==> config.mk <==
export PLATFORM = sky130hd
export DESIGN_NAME = regfile_sb_param
export DESIGN_NICKNAME = d
export VERILOG_FILES = /design/src/rtl/regfile_pkg.sv /design/src/rtl/regfile_scoreboard.sv /design/src/rtl/regfile_sb_param.sv
export SDC_FILE = /design/constraint.sdc
export NUM_CORES = 2
export LEC_CHECK = 0
export BUFFER_PORTS_ARGS = -buffer_cell sky130_fd_sc_hd__buf_2
export CAP_MARGIN = 10
export CORE_ASPECT_RATIO = 0.5
export CORE_MARGIN = 2
export CORE_UTILIZATION = 57
export DETAILED_ROUTE_END_ITERATION = 10
export GPL_ROUTABILITY_DRIVEN = 0
export PLACE_DENSITY = 0.85
export SKIP_LAST_GASP = 1
export SYNTH_ARGS = -nofsm -noshare
export SYNTH_HDL_FRONTEND = slang
export SYNTH_SLANG_ARGS = --single-unit
==> constraint.sdc <==
create_clock -name clk -period 30.8 [get_ports clk]
set_input_delay 1.54 -clock clk [delete_from_list [all_inputs] [get_ports clk]]
set_output_delay 1.54 -clock clk [all_outputs]
set_load 0.05 [all_outputs]
==> src/rtl/regfile_pkg.sv <==
// Shared definitions for the parametrised integer register file.
//   XLEN_DEF / NREGS_DEF : default data width and register count
//   ZERO_REG             : architectural zero register index
//   port_lsb()           : LSB offset of a port's field in a packed port bus
package regfile_pkg;

    localparam int XLEN_DEF  = 32;
    localparam int NREGS_DEF = 32;
    localparam int ZERO_REG  = 0;

    function automatic int port_lsb(input int port, input int width);
        return port * width;
    endfunction

endpackage

==> src/rtl/regfile_scoreboard.sv <==
// Per-register busy scoreboard.
// Issue reserves a destination and writeback releases it. When both hit the
// same register in one cycle, the reservation wins because it belongs to a
// younger instruction. Register 0 is never busy.
// Ports:
//   clk, rst          clock, asynchronous active-high reset
//   rsv_en, rsv_addr  reserve request (set busy)
//   wr_en, wr_addr    writeback (clear busy)
//   busy_vec          scoreboard state, bit 0 tied to 0
module regfile_scoreboard import regfile_pkg::*; #(
    parameter int NREGS = NREGS_DEF,
    parameter int AW    = $clog2(NREGS)
) (
    input  logic             clk,
    input  logic             rst,
    input  logic             rsv_en,
    input  logic [AW-1:0]    rsv_addr,
    input  logic             wr_en,
    input  logic [AW-1:0]    wr_addr,
    output logic [NREGS-1:0] busy_vec
);

    logic [NREGS-1:1] busy_q;

    always_ff @(posedge clk or posedge rst) begin
        if (rst) begin
            busy_q <= '0;
        end else begin
            for (int i = 1; i < NREGS; i++) begin
                if (rsv_en && rsv_addr == AW'(i))
                    busy_q[i] <= 1'b1;
                else if (wr_en && wr_addr == AW'(i))
                    busy_q[i] <= 1'b0;
            end
        end
    end

    assign busy_vec = {busy_q, 1'b0};

endmodule

==> src/rtl/regfile_sb_param.sv <==
// Parametrised integer register file with busy scoreboard.
// Registered (1-cycle) reads on NREAD independent ports; one writeback port;
// one reservation port. Register 0 reads as zero and is never busy.
// Optional macro REGFILE_BYPASS_EN: when defined, a read of the address being
// written in the same cycle returns the write data and the post-edge busy bit
// (write-first); when undefined, reads return the pre-edge contents.
// Ports:
//   clk, rst          clock, asynchronous active-high reset
//   rd_en[p]          read request for port p
//   rd_addr           packed read addresses, port p at [p*AW +: AW]
//   rd_data           packed registered read data, port p at [p*XLEN +: XLEN]
//   rd_busy[p]        registered busy flag of the register read on port p
//   rsv_en, rsv_addr  reserve destination at issue
//   wr_en, wr_addr, wr_data  writeback
//   busy_vec          current scoreboard
module regfile_sb_param import regfile_pkg::*; #(
    parameter  int XLEN  = XLEN_DEF,
    parameter  int NREGS = NREGS_DEF,
    parameter  int NREAD = 2,
    localparam int AW    = $clog2(NREGS)
) (
    input  logic                  clk,
    input  logic                  rst,
    input  logic [NREAD-1:0]      rd_en,
    input  logic [NREAD*AW-1:0]   rd_addr,
    output logic [NREAD*XLEN-1:0] rd_data,
    output logic [NREAD-1:0]      rd_busy,
    input  logic                  rsv_en,
    input  logic [AW-1:0]         rsv_addr,
    input  logic                  wr_en,
    input  logic [AW-1:0]         wr_addr,
    input  logic [XLEN-1:0]       wr_data,
    output logic [NREGS-1:0]      busy_vec
);

    logic [XLEN-1:0] mem [NREGS];
    logic [AW-1:0]   ra [NREAD];
    logic [XLEN-1:0] nxt_data [NREAD];
    logic [NREAD-1:0] nxt_busy;

    regfile_scoreboard #(
        .NREGS (NREGS),
        .AW    (AW)
    ) u_scoreboard (
        .clk      (clk),
        .rst      (rst),
        .rsv_en   (rsv_en),
        .rsv_addr (rsv_addr),
        .wr_en    (wr_en),
        .wr_addr  (wr_addr),
        .busy_vec (busy_vec)
    );

    always_ff @(posedge clk or posedge rst) begin
        if (rst) begin
            for (int i = 0; i < NREGS; i++)
                mem[i] <= '0;
        end else if (wr_en && wr_addr != AW'(ZERO_REG)) begin
            mem[wr_addr] <= wr_data;
        end
    end

    always_comb begin
        for (int p = 0; p < NREAD; p++) begin
            ra[p]       = rd_addr[port_lsb(p, AW) +: AW];
            nxt_data[p] = '0;
            nxt_busy[p] = 1'b0;
            if (ra[p] != AW'(ZERO_REG)) begin
                nxt_data[p] = mem[ra[p]];
                nxt_busy[p] = busy_vec[ra[p]];
`ifdef REGFILE_BYPASS_EN
                // Write-first: forward the data and the busy bit as it will
                // stand after this edge (a same-cycle reserve still wins).
                if (wr_en && wr_addr == ra[p]) begin
                    nxt_data[p] = wr_data;
                    nxt_busy[p] = rsv_en && (rsv_addr == ra[p]);
                end
`endif
            end
        end
    end

    always_ff @(posedge clk or posedge rst) begin
        if (rst) begin
            rd_data <= '0;
            rd_busy <= '0;
        end else begin
            for (int p = 0; p < NREAD; p++) begin
                if (rd_en[p]) begin
                    rd_data[port_lsb(p, XLEN) +: XLEN] <= nxt_data[p];
                    rd_busy[p]                         <= nxt_busy[p];
                end
            end
        end
    end

endmodule

==> impl_metrics.toml <==
[die]
io_pins = 156
initial_core_util_pct = 57.30
die_h_um = 230.6
die_w_um = 457.3
rows = 83
core_area_sq_um = 102200
die-area_sq_um = 105500

[route]
finalWirelength_mm = 174.1
vias = 38737
dr.pass1.iters = 7
ant_nets = 0
vias_per_cell = 7.309
first_iter_violations = 4714
wl_per_cell_um = 32.85
post-route-drc-count = 0

[place]
hpwl_mm = 94.64
io_buffers = 154

[synth]
synth_edf_count = 0
synth_flop_cell = "dfrtp_1"
synth-seq-area-share_pct = 47.91
async_flop_share_pct = 100.0
ys_types = 44
avgSynthCellArea_sq_um = 14.81
synthCells = 3954
yosys_warnings = 0
synth_nets = 4012
synth_area_sq_um = 58550
synth_seq_cells = 1121

[cts]
cts_resized = 0
ctsRootBufferMaster = "clkbuf_16"
cts_buffers = 103
max-clock-path-buffers = 3
post_cts_buffers = 0
hold_buffers = 0
clkSinkCount = 1121
htree_num_levels = 3
cts_tree = "yes"
path_clk_slew_ns = 0.06
clk-insertion-delay-late_ns = 0.69

[timing]
grt_setup_unrepaired = "false"
fmax_ghz = 0.1878
hold_viol_final = 0
post-route-period-util_pct = 17.29
final-setup-viol-count = 0
skew_ns = 0.01690
tns_ns = 0
worst-slew-pin-transition_ns = 1.242
drv_slew = 0
timing.max_slew.rel_slack_pct = 17.20
min_period_ns = 5.325

[critical_path]
critPathMaxStageDelay_ns = 0.82
critPathSlowestCell = "buf_4"
crit_top_cell = "buf_4"
start_kind = "input pin"
cp_top_family = "buffers and inverters"
crit_fanout = 64
crit_path_end_kind = "flip-flop"
arrival_ns = 5.88
path_cells = "buf_8 > buf_4 > buf_4 > buf_4 > mux4_2 > mux2_2 > a22oi_1 > a21oi_1"
worstSetupPathType = "input pin to flip-flop"
r2r_cells = 4
critPathBufInv = 4
r2r-end = "rd_busy[0]"
worst-path-stages = 8
worstReg2RegStart = "u_scoreboard.busy_q[15]"
required_ns = 31.35
rrSetupSlack_ns = 29.03

[power_and_ir_drop]
finalPower_uw = 4233
ir_worst_vdd_uv = 43.87
p_leak_uw = 0.02784
powerDensity_nw_per_um2 = 66.59

[min_path]
hold_end = "mem[1006]"
hold_path.class = "flip-flop to flip-flop"
min_from = "mem[1006]"
holdPathStages = 0

[grt]
grt_max_degree = 191
grt_pass1_wl_mm = 258.7
grt-ovfl-total = 0
grt_pass1_vias = 40069
track_usage_pct = 33.13
antenna_found_initial = 10

[cells_and_area]
layout-drive-gt1-share_pct = 50.15
fin_nets = 3907
syn_to_final_growth_pct = 8.556
utilization_pct = 62.20

[status]
outcome = "complete, no violations"

[flow_run]
cap_violations = 0
==> kinds of logic after synthesis <==
group                  after synthesis  share of synthesized area (%)
DFF                               1121                          47.91
buffers and inverters              452                          3.381
AOI/OAI and AO/OA                  439                          5.186
and+or+nand+nor                    221                          1.876
muxes                             1720                          41.64
other                                1                       0.006405
==> cells in the mapped netlist, drive strengths merged (5+ instances only) <==
master,count,area share (%)
clkbuf,259,1.7
a32o,5,0.085
nand2,90,0.58
a22oi,62,0.79
buf,183,1.7
nand2b,9,0.096
dfrtp,1121,48
nor3,6,0.060
o31ai,5,0.064
nor2b,70,0.75
o21ai,24,0.21
a211o,64,0.96
mux2i,202,3.5
a31oi,62,0.66
o22ai,70,0.75
nor2,23,0.15
a21oi,64,0.55
mux2,1060,21
a211oi,64,0.82
nand3,8,0.068
a22o,8,0.12
inv,10,0.064
mux4,458,18
==> final cells by class <==
class | instances | area [sq um]
fill | 7011 | 38630
tap | 1360 | 1702
sequential | 1121 | 28050
inverter | 10 | 41.29
timing repair buffer | 232 | 1486
clock inverter | 37 | 465.4
multi-input combinational | 2381 | 28730
clock buffer | 147 | 3055
antenna | 12 | 30.03
==> power breakdown <==
group          total, uW  switching [uW]  internal [uW]
sequential          1960             214           1750
combinational        921             417            504
clock               1350             570            778
total               4230            1200           3030
==> state kept, by name, summed over array words and instances, names as in the netlist <==
name,cells
u_scoreboard.busy_q,31
rd_data,64
mem,1024
rd_busy,2
==> worst reg2reg max path, cell delays in order, from the launching register on <==
cell	delay, ns
dfrtp_1	0.42
mux4_2	0.48
mux2_2	0.32
a211oi_1	0.27
o22ai_1	0.11
==> per-layer routing <==
layer / up-vias / wire (um) / global-route usage [%] / share of wire (%)
met5: - / 12 / 0 / 0.0069
li1: 15025 / - / - / -
met1: 20220 / 61890 / 42.06 / 36
met2: 2681 / 78750 / 50.36 / 45
met3: 809 / 20710 / 10.07 / 12
met4: 2 / 12750 / 20.55 / 7.3
==> metrics by stage <==
step           worst slack (ns)  hold WS, ns  instance area, sq um  std cells
2_1_floorplan             13.79       0.4413                 58560       3954
3_3_place_gp              24.82       0.3766                 60010       5104
3_5_place_dp              24.76       0.3821                 60010       5104
4_1_cts                   25.46       0.3980                 63530       5288
5_1_grt                   25.20       0.4057                 63550       5294
6_report                  25.47       0.3948                 63560       5300
==> worst max path at each step <==
stage | end | start | slack [ns]
6_report | rd_data[35] | rd_addr[5] | 25.47
5_1_grt | rd_data[42] | rd_addr[5] | 25.20
4_1_cts | rd_data[35] | rd_addr[5] | 25.46
3_5_place_dp | rd_data[35] | rd_addr[5] | 24.76
3_3_place_gp | rd_data[36] | rd_addr[5] | 24.82
2_1_floorplan | mem[0] | rst | 13.79
==> placed cells by master (no fill, tap or decap), types with 62 or more instances in the layout <==
cell and instances:
dfrtp_1 1121, a21oi_1 64, o22ai_1 70, nand2_1 77, buf_4 73, a22oi_1 62, a211o_1 64, nor2b_1 68
clkbuf_16 105, a211oi_1 64, mux2_2 1031, buf_2 147, a31oi_1 62, mux4_2 458, mux2i_1 202
(Power assumes the default switching activity.)
